===== src/rtl/ptr_reader_pkg.sv =====
// Shared pdp6 IO-bus definitions for the paper-tape reader: bus width,
// CONO/CONI bit positions, controller states and the PI level encoder.
package ptr_reader_pkg;

  localparam int IOB_W = 36;

  localparam int PTR_PIA_HI = 2;
  localparam int PTR_PIA_LO = 0;
  localparam int PTR_DONE   = 3;
  localparam int PTR_BUSY   = 4;
  localparam int PTR_BINARY = 5;
  localparam int PTR_TAPE   = 6;

  localparam int WORD_FRAMES = 6;

  typedef enum logic [1:0] {
    IDLE       = 2'd0,
    WAIT_FRAME = 2'd1,
    DONE       = 2'd2
  } ptr_state_e;

  // Level 1 is the MSB of the request bus; level 0 means "no PI assigned".
  function automatic logic [6:0] pi_onehot(input logic [2:0] pia);
    logic [6:0] req;
    req = 7'd0;
    if (pia != 3'd0) begin
      req = 7'b1000000 >> (pia - 3'd1);
    end else begin
      req = 7'd0;
    end
    return req;
  endfunction

endpackage


===== src/rtl/ptr_frame_gate.sv =====
// Tape frame handshake: accepts a frame only when armed and the mechanical
// gap since the previous accepted frame has elapsed.
module ptr_frame_gate #(
  parameter int FRAME_GAP = 8
) (
  input  logic clk,
  input  logic reset_n,
  input  logic armed,
  input  logic tape_valid,
  output logic tape_ready,
  output logic frame_take
);

  localparam int GAP_W = (FRAME_GAP > 2) ? $clog2(FRAME_GAP) : 1;

  logic [GAP_W-1:0] gap_r;
  logic             take_s;

  // Frame acceptance decision
  always_comb begin
    take_s = armed && tape_valid && (gap_r == GAP_W'(0));
  end

  // Gap counter keeps running across CONO so the reader rate is never exceeded
  always_ff @(posedge clk or negedge reset_n) begin
    if (!reset_n) begin
      gap_r <= GAP_W'(0);
    end else if (take_s) begin
      gap_r <= GAP_W'(FRAME_GAP - 1);
    end else if (gap_r != GAP_W'(0)) begin
      gap_r <= gap_r - GAP_W'(1);
    end else begin
      gap_r <= gap_r;
    end
  end

  assign tape_ready = take_s;
  assign frame_take = take_s;

endmodule


===== src/rtl/ptr_reader.sv =====
// Paper-tape reader controller (device 104): assembles tape frames into
// words for DATAI, answers CONI/CONO and requests a PI level when done.
module ptr_reader
  import ptr_reader_pkg::*;
#(
  parameter logic [6:0] DEV_CODE  = 7'o21,
  parameter int         FRAME_GAP = 8
) (
  input  logic             clk,
  input  logic             reset_n,
  input  logic [6:0]       iobus_ios,
  input  logic             iobus_cono_set,
  input  logic             iobus_datai,
  input  logic             iobus_datai_done,
  input  logic             iobus_status,
  input  logic [IOB_W-1:0] iobus_iob_in,
  output logic [IOB_W-1:0] iobus_iob_out,
  output logic [6:0]       iobus_pi_req,
  input  logic             tape_valid,
  input  logic [7:0]       tape_frame,
  output logic             tape_ready,
  input  logic             tape_present
);

  ptr_state_e       state_r, state_nxt_s;
  logic [2:0]       pia_r, pia_nxt_s;
  logic             binary_r, binary_nxt_s;
  logic [IOB_W-1:0] buf_r, buf_nxt_s;
  logic [2:0]       cnt_r, cnt_nxt_s;
  logic [6:0]       pi_req_r;

  logic             sel_s, cono_hit_s, ddone_hit_s;
  logic             busy_s, done_s, armed_s, frame_take_s;
  logic [IOB_W-1:0] coni_s;
  logic             unused_iob_s;

  assign unused_iob_s = ^{iobus_iob_in[IOB_W-1:PTR_TAPE], iobus_iob_in[PTR_DONE]};

  // Bus decode and status flags derived from the controller state
  always_comb begin
    sel_s       = (iobus_ios == DEV_CODE);
    cono_hit_s  = sel_s && iobus_cono_set;
    ddone_hit_s = sel_s && iobus_datai_done;
    busy_s      = (state_r == WAIT_FRAME);
    done_s      = (state_r == DONE);
    // CONO and DATAI completion both pre-empt a frame arriving the same cycle
    armed_s     = busy_s && !cono_hit_s && !ddone_hit_s;
  end

  ptr_frame_gate #(
    .FRAME_GAP (FRAME_GAP)
  ) u_gate (
    .clk        (clk),
    .reset_n    (reset_n),
    .armed      (armed_s),
    .tape_valid (tape_valid),
    .tape_ready (tape_ready),
    .frame_take (frame_take_s)
  );

  // Next-state and datapath update; CONO beats DATAI completion beats tape
  always_comb begin
    state_nxt_s  = state_r;
    pia_nxt_s    = pia_r;
    binary_nxt_s = binary_r;
    buf_nxt_s    = buf_r;
    cnt_nxt_s    = cnt_r;
    if (cono_hit_s) begin
      pia_nxt_s    = iobus_iob_in[PTR_PIA_HI:PTR_PIA_LO];
      binary_nxt_s = iobus_iob_in[PTR_BINARY];
      buf_nxt_s    = 36'd0;
      cnt_nxt_s    = 3'd0;
      if (iobus_iob_in[PTR_BUSY]) begin
        state_nxt_s = WAIT_FRAME;
      end else begin
        state_nxt_s = IDLE;
      end
    end else if (ddone_hit_s) begin
      buf_nxt_s   = 36'd0;
      cnt_nxt_s   = 3'd0;
      state_nxt_s = WAIT_FRAME;
    end else begin
      case (state_r)
        IDLE: begin
          state_nxt_s = IDLE;
        end
        WAIT_FRAME: begin
          if (!frame_take_s) begin
            state_nxt_s = WAIT_FRAME;
          end else if (!binary_r) begin
            buf_nxt_s   = {28'd0, tape_frame};
            state_nxt_s = DONE;
          end else if (tape_frame[7]) begin
            buf_nxt_s = {buf_r[IOB_W-7:0], tape_frame[5:0]};
            if (cnt_r == 3'(WORD_FRAMES - 1)) begin
              cnt_nxt_s   = 3'd0;
              state_nxt_s = DONE;
            end else begin
              cnt_nxt_s = cnt_r + 3'd1;
            end
          end else begin
            // Frames without hole 8 are leader/blank tape: consumed, not shifted
            state_nxt_s = WAIT_FRAME;
          end
        end
        DONE: begin
          state_nxt_s = DONE;
        end
        default: begin
          state_nxt_s = IDLE;
          buf_nxt_s   = 36'd0;
          cnt_nxt_s   = 3'd0;
        end
      endcase
    end
  end

  // Controller state and datapath registers
  always_ff @(posedge clk or negedge reset_n) begin
    if (!reset_n) begin
      state_r  <= IDLE;
      pia_r    <= 3'd0;
      binary_r <= 1'b0;
      buf_r    <= 36'd0;
      cnt_r    <= 3'd0;
    end else begin
      state_r  <= state_nxt_s;
      pia_r    <= pia_nxt_s;
      binary_r <= binary_nxt_s;
      buf_r    <= buf_nxt_s;
      cnt_r    <= cnt_nxt_s;
    end
  end

  // PI request follows done/pia with one cycle of latency
  always_ff @(posedge clk or negedge reset_n) begin
    if (!reset_n) begin
      pi_req_r <= 7'd0;
    end else if (done_s) begin
      pi_req_r <= pi_onehot(pia_r);
    end else begin
      pi_req_r <= 7'd0;
    end
  end

  // CONI status word
  always_comb begin
    coni_s                        = 36'd0;
    coni_s[PTR_PIA_HI:PTR_PIA_LO] = pia_r;
    coni_s[PTR_DONE]              = done_s;
    coni_s[PTR_BUSY]              = busy_s;
    coni_s[PTR_BINARY]            = binary_r;
    coni_s[PTR_TAPE]              = tape_present;
  end

  // Read mux onto the IO bus; zero whenever this device is not selected
  always_comb begin
    if (sel_s && iobus_datai) begin
      iobus_iob_out = buf_r;
    end else if (sel_s && iobus_status) begin
      iobus_iob_out = coni_s;
    end else begin
      iobus_iob_out = 36'd0;
    end
  end

  assign iobus_pi_req = pi_req_r;

endmodule


===== config.mk =====
export PLATFORM = sky130hd
export DESIGN_NAME = ptr_reader
export DESIGN_NICKNAME = d
export VERILOG_FILES = /design/src/rtl/ptr_reader_pkg.sv /design/src/rtl/ptr_frame_gate.sv /design/src/rtl/ptr_reader.sv
export SDC_FILE = /design/constraint.sdc
export NUM_CORES = 1
export LEC_CHECK = 0
export CORE_ASPECT_RATIO = 0.7
export CORE_UTILIZATION = 45
export DETAILED_ROUTE_END_ITERATION = 7
export PLACE_DENSITY = 0.84
export SYNTH_ARGS = -nofsm -noshare
export SYNTH_HDL_FRONTEND = slang
export SYNTH_SLANG_ARGS = --single-unit

===== constraint.sdc =====
create_clock -name clk -period 3.8 [get_ports clk]
set_input_delay 0.38 -clock clk [delete_from_list [all_inputs] [get_ports clk]]
set_output_delay 0.38 -clock clk [all_outputs]
set_load 0.01 [all_outputs]

==> results.json <==
{
  "cpMostUsedCell": "clkdlybuf4s50_1",
  "critPathRequiredTime_ns": 3.42,
  "yosys.area_share.simple": 0.277,
  "yosys_warnings": 0,
  "drt_pass1_iterations": 4,
  "skew_ns": 0.00884,
  "postPlaceCellArea_mm2": 0.00357,
  "timing.rr.start": "state_r[0]",
  "final_area_mm2": 0.00368,
  "r2r_setup_slack_ns": 1.53,
  "grt_max_degree": 42,
  "fin_setup_tns_ns": 0,
  "ir_drop_v": 0.000137,
  "fin_crit_ns": 2.90,
  "drc": 0,
  "coreArea_mm2": 0.00590,
  "n_fill_cell": 511,
  "ys_seq_elements": 55,
  "synth_top_family_by_area": "simple AND/OR/NAND/NOR gates",
  "power.leakage_nw": 1.47,
  "synthXorXnorAreaFrac": 0,
  "synth.mux.area_fraction": 0.0337,
  "synthCells": 303,
  "ant_nets": 0,
  "fin_nets": 431,
  "crit_slowest_cell": "clkdlybuf4s50_1",
  "holdCritPathClass": "input pin to async pin",
  "pwr-share-clk": 0.275,
  "grt.overflow.total": 0,
  "synthToLayoutAreaGrowth_pct": 30.3,
  "netSwitchingFraction": 0.294,
  "diodes": 0,
  "wl_um": 6590,
  "drv_slew": 0,
  "p_int_w": 0.000897,
  "dieWidth_um": 96.7,
  "grt_pass1_wl_um": 11000,
  "whs_ns": 0.496,
  "rsz0062_at_grt": "no",
  "status": "completed",
  "seq_area_mm2": 0.00138,
  "synth-adder-area-share": 0.0266,
  "slew_headroom": 0.650,
  "path_cells": "clkdlybuf4s50_1 > nor4b_4 > and3_1 > buf_4 > a22o_1 > clkdlybuf4s50_1",
  "root_buffer": "clkbuf_8",
  "numCtsBuffers": 5,
  "endpoint_kind": "output port",
  "initial_utilization": 0.479,
  "drv_cap": 0,
  "min_period_over_period": 0.764,
  "final_hold_viol_count": 0,
  "multiInputGateArea_mm2": 0.00133,
  "dp_hpwl_um": 4680,
  "setup_viol": 0,
  "worst_pin_slew_ns": 0.525,
  "grt_pass1_vias": 2319,
  "synth_compound_area_frac": 0.132,
  "r2r-end": "buf_r[30]",
  "routed_via_density": 5.57,
  "ff2ff_path_depth": 7,
  "gp_congestion": 0.779,
  "p_per_area_mw_per_mm2": 345,
  "max_stage_delay_ns": 0.54,
  "ys_types": 40,
  "rows": 23,
  "htreeDepth": 2,
  "finalPower_w": 0.00127,
  "clock_latency_ns": 0.32,
  "syn_area_mm2": 0.00282,
  "clk_pin_slew_ns": 0.10,
  "dp.cells": 433,
  "p_sw_w": 0.000373,
  "die_area_mm2": 0.00660,
  "antenna_found_initial": 0,
  "pwr-share-seq": 0.563,
  "finalNonFillerCells": 442,
  "drt-initial-drc-count": 152,
  "clockBufferDepth": 2,
  "max_freq_mhz": 344,
  "io_buffer_count": 71,
  "post_cts_resize_count": 0,
  "synth_fp_nets": 368,
  "die_h_um": 68.3,
  "pwr-share-comb": 0.162,
  "cts.sinks": 55,
  "yosysSeqAreaShare": 0.487,
  "wire_per_inst_um": 14.9,
  "cp_max_fo": 36,
  "ioPinCount": 103,
  "startpoint_type": "input pin",
  "cts_tree": "built",
  "grt_use_total": 0.210,
  "synth.avg_cell_area_um2": 9.32,
  "via_count": 2460,
  "drive_gt1_frac": 0.0763,
  "path_class": "input pin to output port",
  "arrival_ns": 2.52
}
layout by cell type, fill, tap and decap left out, drive strengths merged, types with 5 or more instances in the layout:
cell	n
a22o	7
ha	6
clkbuf	5
mux2i	5
o21ai	39
inv	7
a31oi	7
dfrtp	55
nor2	11
nand2b	5
clkdlybuf4s50	70
buf	8
nand3	46
and2	30
nand2	35
synth_stat cells (all sizes together):
master,number,area (µm²)
o22ai,1,6.26
o211ai,1,7.51
nand2,35,131
nor3,1,5.00
clkbuf,16,60.1
nand3b,2,15.0
nand2b,5,38.8
and4b,1,10.0
ha,6,75.1
nand4,3,18.8
a21oi,2,10.0
nand3,46,235
nand4b,1,8.76
dfrtp,55,1380
o21ai,39,195
or2,1,6.26
a22o,7,61.3
nor2,11,41.3
o31ai,2,15.0
or3,1,6.26
inv,5,18.8
nor4b,1,23.8
and3,2,12.5
mux2i,5,50.1
buf,7,43.8
mux2,4,45.0
a31oi,7,56.3
nor3b,1,12.5
and2,30,188
or4,1,11.3
and3b,1,8.76
or4b,1,10.0
o311a,1,10.0
a311o,1,10.0
worst max-delay path by stage:
stage | slack (ns) | from | end
after floorplan | 1.85 | state_r[0] | cnt_r[1]
after global placement | 0.94 | iobus_ios[3] | iobus_iob_out[3]
after detailed placement | 0.89 | iobus_ios[3] | iobus_iob_out[1]
after CTS | 0.87 | iobus_ios[3] | iobus_iob_out[3]
after global routing | 0.77 | iobus_ios[3] | iobus_iob_out[3]
final | 0.90 | iobus_ios[3] | iobus_iob_out[3]
flip-flops by register name (all words and copies together), names as in the netlist:
signal,flops
pia_r,3
iobus_pi_req,7
state_r,2
binary_r,1
u_gate.gap_r,3
cnt_r,3
buf_r,36
logic make-up (layout without fill, tap and decap cells):
kind of cell,count (synthesis),in the layout
AO/OA/AOI/OAI,61,61
adder cells (fa/ha/maj),6,6
buffers and inverters,28,92
flip-flops,55,55
multiplexers,9,9
AND/OR/NAND/NOR,144,144
metal layers:
metal  GRT usage  wire length [µm]  vias up
met5           0                 0        -
met4      0.0896               115        0
met3      0.0429               344       13
met1       0.277              3000     1174
met2       0.344              3120       89
li1            -                 -     1184
through the flow:
step	setup slack (ns)	utilization
after floorplan	1.85	-
after global placement	0.937	0.606
after detailed placement	0.886	0.606
after CTS	0.873	0.624
after global routing	0.772	0.624
final	0.897	0.624
final cells by class:
type	instances	area share
Multi-Input combinational cell	220	0.360
Sequential cell	55	0.374
Inverter	5	0.00510
Clock buffer	5	0.0187
Clock inverter	3	0.00748
Tap cell	75	0.0255
Timing Repair Buffer	79	0.209
critical path: cells and delay by family:
family	cells	cell delay, ns
compound gates	1	0.22
simple gates	2	0.66
buf+inv	3	1.26
power by group through the flow:
stage                     registers, W  logic [W]  clock network (W)
after floorplan               0.000704   0.000142                  0
after global placement        0.000721   0.000195                  0
after detailed placement      0.000724   0.000206                  0
after CTS                     0.000713   0.000207           0.000354
after global routing          0.000725   0.000233           0.000384
final                         0.000715   0.000206           0.000349
timing repair:
item / CTS / global route
endpoints found under the hold margin: 14 / 0
endpoints found under the setup margin: 0 / 0
hold buffers: 1 / 0
setup buffers: 0 / 0
No activity file was read; power rests on OpenSTA's default activity.
==> RTL edit 1 (same settings) <==
The 3 states of `ptr_state_e` get a one-hot encoding in 3 bits.
--- a/src/rtl/ptr_reader_pkg.sv
+++ b/src/rtl/ptr_reader_pkg.sv
@@ -14,8 +14,8 @@
   localparam int WORD_FRAMES = 6;
 
-  typedef enum logic [1:0] {
-    IDLE       = 2'd0,
-    WAIT_FRAME = 2'd1,
-    DONE       = 2'd2
+  typedef enum logic [2:0] {
+    IDLE       = 3'b001,
+    WAIT_FRAME = 3'b010,
+    DONE       = 3'b100
   } ptr_state_e;
 
Formal check against the unedited RTL: same outputs for any inputs over 4 cycles, from zero or initial values and one cycle with reset_n low; so few cycles prove little.
==> RTL edit 1 against the unedited design <==
Global-route usage fell by 0.62 points; design area fell by 6.6%; critical path depth did not move; via count fell by 19%; synthesized area fell by 6.6%; first-iteration DRC count fell by 17%; power fell by 14%; sequential cell count rose by 1; count of clock-buffer cells in the layout rose by 1; wire length fell by 14%; worst setup slack got worse by 0.010 ns; highest routed layer unchanged.
==> RTL edit 1: results (changes against the unedited design) <==
worst slew slack as a fraction of its limit=28.8% (was 65.0%); status=finished clean (unchanged); count of input and output buffers=71 (unchanged); clock root cell=sky130_fd_sc_hd__clkbuf_8 (unchanged); Final Wtd Congestion=0.821 (was 0.779); Place WS=0.904 ns (was 0.886 ns); GR Util All Layers=20.4% (was 21.0%); ranking of synthesized cells by area=sky130_fd_sc_hd__dfrtp_1 (52%), sky130_fd_sc_hd__a22o_1 (14%), sky130_fd_sc_hd__and2_1 (6.9%) (was sky130_fd_sc_hd__dfrtp_1 (49%), sky130_fd_sc_hd__nand3_1 (8.0%), sky130_fd_sc_hd__o21ai_0 (6.7%)); FF-to-FF path depth=6 (was 7); destination of the critical timing path=iobus_iob_out[0] (was iobus_iob_out[3]); startpoint of the worst register-to-register path=u_gate.gap_r[0] (was state_r[0]); DP Wirelength=4.00 mm (was 4.68 mm); Reg clk slew, reported paths=0.10 ns (about the same); Synth Net Count=279 (was 368); capture point of the worst reg-to-reg path=buf_r[12] (was buf_r[30]); skew final=0.0130 ns (was 0.00884 ns); count of distinct cell types in the synthesized netlist=43 (was 40); vias in the first global route=1940 (was 2319); CP Launch Point=iobus_ios[2] (was iobus_ios[3]); achievable frequency=0.343 GHz (was 0.344 GHz); wire length of the first global-routing pass=9.67 mm (was 11.0 mm); Synth top cells by count=sky130_fd_sc_hd__dfrtp_1 (55), sky130_fd_sc_hd__a22o_1 (43), sky130_fd_sc_hd__and2_1 (29), sky130_fd_sc_hd__nor2_1 (9), sky130_fd_sc_hd__nand2_1 (7) (was sky130_fd_sc_hd__dfrtp_1 (55), sky130_fd_sc_hd__nand3_1 (45), sky130_fd_sc_hd__o21ai_0 (38), sky130_fd_sc_hd__nand2_1 (35), sky130_fd_sc_hd__and2_1 (30)); share of post-route cells with drive strength above 1=9.09% (was 7.63%); final net count=347 (was 431); # Post-CTS Setup Buffers=0 (unchanged); largest reg by FF count=buf_r (unchanged); vias post-DR=1985 (was 2460); sequential cell area fraction in the yosys report=53.2% (was 48.7%); placed cell areas=3350 sq um (was 3570 sq um); worst-case vdd ir drop=0.000179 V (was 0.000137 V); CTS HTree Levels=2 (unchanged); total leakage power=1.50 nW (was 1.47 nW); Data arrival, critical path=2.53 ns (was 2.52 ns); Iter 0 DRT Violations=126 (was 152); antenna violations before repair=0 (unchanged); clock buffer depth=2 (unchanged); register-to-register setup slack=1.55 ns (was 1.53 ns); number of buffers inserted for hold repair after clock tree synthesis=0 (was 1); drt wl/cell=15.9 microns (was 14.9 microns); clock latency of the later-clocked register in the worst-skew pair=approximately 0.31 ns; pin count of the biggest net entering global routing=37 (was 42); switching part of the total=25.6% (was 29.4%)
## RTL edit 1: changes by cell type after synthesis, sizes merged, moves of 3 or more
cell | unedited run | this run
nand3 | 46 | 2
a22o | 7 | 43
o21ai | 39 | 3
nand2 | 35 | 7
clkbuf | 16 | 6
a31oi | 7 | 0
a21oi | 2 | 7
nor3b | 1 | 6
mux2i | 5 | 1
ha | 6 | 3
nand2b | 5 | 2
## RTL edit 1: worst min-delay path by stage
stage,from,to
3_3_place_gp,reset_n,buf_r[30]
6_report,reset_n,buf_r[30]
4_1_cts,reset_n,iobus_pi_req[2]
2_1_floorplan,reset_n,binary_r
3_5_place_dp,reset_n,buf_r[30]
5_1_grt,reset_n,buf_r[30]
## RTL edit 1: cell families after synthesis
logic type	Yosys count	synth area share, %
AO/OA/AOI/OAI	65	20.6
AND/OR/NAND/NOR	68	17.2
multiplexers	6	2.52
adder cells (fa/ha/maj)	3	1.42
buffers and inverters	18	4.79
flip-flops	56	53.2
XOR/XNOR	1	0.332
## RTL edit 1: final cells by class
class	count	area, sq um
Clock buffer	6	72.6
Clock inverter	2	13.8
Fill cell	443	2010
Inverter	4	15.0
Multi-Input combinational cell	143	1110
Sequential cell	56	1400
Tap cell	72	90.1
Timing Repair Buffer	75	736
## RTL edit 1: layer usage
| layer | GRT usage (%) | vias up | share of wire, % |
|---|---|---|---|
| met2 | 30.9 | 57 | 45 |
| li1 | - | 938 | - |
| met4 | 5.77 | 0 | 0.74 |
| met5 | 0 | - | 0 |
| met1 | 29.2 | 985 | 48 |
| met3 | 4.94 | 5 | 5.8 |
## RTL edit 1: worst max-delay path, stage by stage
cell                              delay, ns
sky130_fd_sc_hd__clkdlybuf4s50_1       0.44
sky130_fd_sc_hd__nor4b_4               0.43
sky130_fd_sc_hd__and3_1                0.22
sky130_fd_sc_hd__buf_4                 0.29
sky130_fd_sc_hd__a22o_1                0.21
sky130_fd_sc_hd__clkdlybuf4s50_1       0.54
## RTL edit 1: stage by stage
step           instances  utilization (%)  hold slack (ns)
2_1_floorplan        217                -           0.0844
3_3_place_gp         350             61.5            0.416
3_5_place_dp         350             61.5            0.423
4_1_cts              358             63.1           0.0788
5_1_grt              358             63.1           0.0948
6_report             358             63.1           0.0497
## RTL edit 1: power by group through the flow
stage / Clock (mW) / Combinational, mW / Sequential [mW]
final: 0.327 / 0.133 / 0.636
after global routing: 0.356 / 0.155 / 0.641
after CTS: 0.333 / 0.136 / 0.636
after detailed placement: 0 / 0.136 / 0.648
after global placement: 0 / 0.130 / 0.647
after floorplan: 0 / 0.0824 / 0.640
==> RTL edit 2 (same settings) <==
Without the edit above. `FRAME_GAP` is set to 8 in 2 places; all go to 16.
--- a/src/rtl/ptr_frame_gate.sv
+++ b/src/rtl/ptr_frame_gate.sv
@@ -2,5 +2,5 @@
 // gap since the previous accepted frame has elapsed.
 module ptr_frame_gate #(
-  parameter int FRAME_GAP = 8
+  parameter int FRAME_GAP = 16
 ) (
   input  logic clk,
--- a/src/rtl/ptr_reader.sv
+++ b/src/rtl/ptr_reader.sv
@@ -5,5 +5,5 @@
 #(
   parameter logic [6:0] DEV_CODE  = 7'o21,
-  parameter int         FRAME_GAP = 8
+  parameter int         FRAME_GAP = 16
 ) (
   input  logic             clk,
Check against the original RTL: not equivalent (Yosys sat finds a counterexample within 10 cycles, from zero or initial values and one cycle with reset_n low).
==> RTL edit 2 against the unedited design <==
Design area shrank 1.5%; cell count shrank 14%; fmax about the same; via count is 16% lower; synthesized area down 0.71%; worst setup slack got worse by 0.0023 ns; critical path depth unchanged; synthesized cell count decreased by 22%; power fell by 0.37%; wire length decreased by 8.1%; sequential cell count is 1 higher; critical path type unchanged; largest cell class unchanged.
==> RTL edit 2: results (changes against the unedited design) <==
pin count of the biggest net entering global routing=38 (was 42); Place WS=0.892 ns (was 0.886 ns); Iter 0 DRT Violations=96 (was 152); skew final=0.0106 ns (was 0.00884 ns); ranking of synthesized cells by area=sky130_fd_sc_hd__dfrtp_1 (50%), sky130_fd_sc_hd__a22o_2 (7.1%), sky130_fd_sc_hd__and2_1 (6.7%) (was sky130_fd_sc_hd__dfrtp_1 (49%), sky130_fd_sc_hd__nand3_1 (8.0%), sky130_fd_sc_hd__o21ai_0 (6.7%)); routed wl met2=2.90 mm (was 3.12 mm); CP max FO=36 (unchanged); DP Wirelength=4.37 mm (was 4.68 mm); met1 usage=28.1% (was 27.7%); Synth Net Count=300 (was 368); total leakage power=1.62 nW (was 1.47 nW); met2 routing resource usage after global routing=32.4% (was 34.4%); wire length of the first global-routing pass=9.84 mm (was 11.0 mm); Data arrival, critical path=2.53 ns (was 2.52 ns); portion of netlist area occupied by mux cells=7.45% (was 3.37%); met3 layer wire length in the routed design=311 microns (was 344 microns); CP Launch Point=iobus_ios[4] (was iobus_ios[3]); count of input and output buffers=71 (unchanged); Routed WL=6.06 mm (was 6.59 mm); XOR/XNOR share of the synthesized area=0.312% (was 0%); Final Wtd Congestion=0.807 (was 0.779); Pre-antenna DRT Iters=4 (unchanged); count of distinct cell types in the synthesized netlist=45 (was 40); flip-flop count of the largest register, all copies and words added=36 (unchanged); FF-to-FF path depth=6 (was 7); status=finished clean (unchanged); post-placement cell count=372 (was 433); post-synthesis adder-cell area fraction=2.68% (was 2.66%); capture point of the worst reg-to-reg path=buf_r[15] (was buf_r[30]); post-route fraction of the period consumed by the critical path=76.5% (was 76.4%); share of post-route cells with drive strength above 1=18.4% (was 7.63%); Avg Synthesized Cell Area=11.9 sq um (was 9.32 sq um); sequential cell area fraction in the yosys report=50.0% (was 48.7%); worst-case vdd ir drop=0.000208 V (was 0.000137 V); placed cell areas=3530 sq um (was 3570 sq um); final net count=369 (was 431); vias in the first global route=2007 (was 2319); WHS=0.00316 ns (was 0.496 ns); Synth top cells by count=sky130_fd_sc_hd__dfrtp_1 (56), sky130_fd_sc_hd__and2_1 (30), sky130_fd_sc_hd__a22o_2 (20), sky130_fd_sc_hd__a22o_1 (15), sky130_fd_sc_hd__mux2_2 (15) (was sky130_fd_sc_hd__dfrtp_1 (55), sky130_fd_sc_hd__nand3_1 (45), sky130_fd_sc_hd__o21ai_0 (38), sky130_fd_sc_hd__nand2_1 (35), sky130_fd_sc_hd__and2_1 (30)); met3 Use GR=4.56% (was 4.29%); Worst Max-Slew Pin Slew=0.920 ns (was 0.525 ns); destination of the critical timing path=iobus_iob_out[5] (was iobus_iob_out[3]); vias per std cell=5.42 (was 5.57); post-synthesis compound-gate area fraction=16.2% (was 13.2%); register-to-register setup slack=1.32 ns (was 1.53 ns); GR Util All Layers=20.3% (was 21.0%); highest layer used for signal routing=met4 (unchanged); wire length on met1=2.80 mm (was 3.00 mm)
## RTL edit 2: changes by cell type after synthesis, moves of 7 or more
cell / delta
sky130_fd_sc_hd__o21ai_0: -38
sky130_fd_sc_hd__mux2_2: +11
sky130_fd_sc_hd__clkbuf_1: -10
sky130_fd_sc_hd__and3_1: +7
sky130_fd_sc_hd__nand2_1: -25
sky130_fd_sc_hd__a22o_2: +20
sky130_fd_sc_hd__a22o_1: +8
sky130_fd_sc_hd__nand3_1: -42
## RTL edit 2: area by class of cell
type,count,area [sq um]
inverter,5,18.8
tap,75,93.8
clock buffer,6,72.6
sequential,56,1400
timing repair buffer,77,751
clock inverter,2,16.3
multi-input combinational,159,1270
fill,491,2250
## RTL edit 2: power by group
| part | total (mW) | switching (mW) | internal (mW) |
|---|---|---|---|
| logic | 0.211 | 0.0942 | 0.117 |
| registers | 0.730 | 0.0643 | 0.665 |
| clock network | 0.324 | 0.192 | 0.132 |
| total | 1.27 | 0.351 | 0.914 |
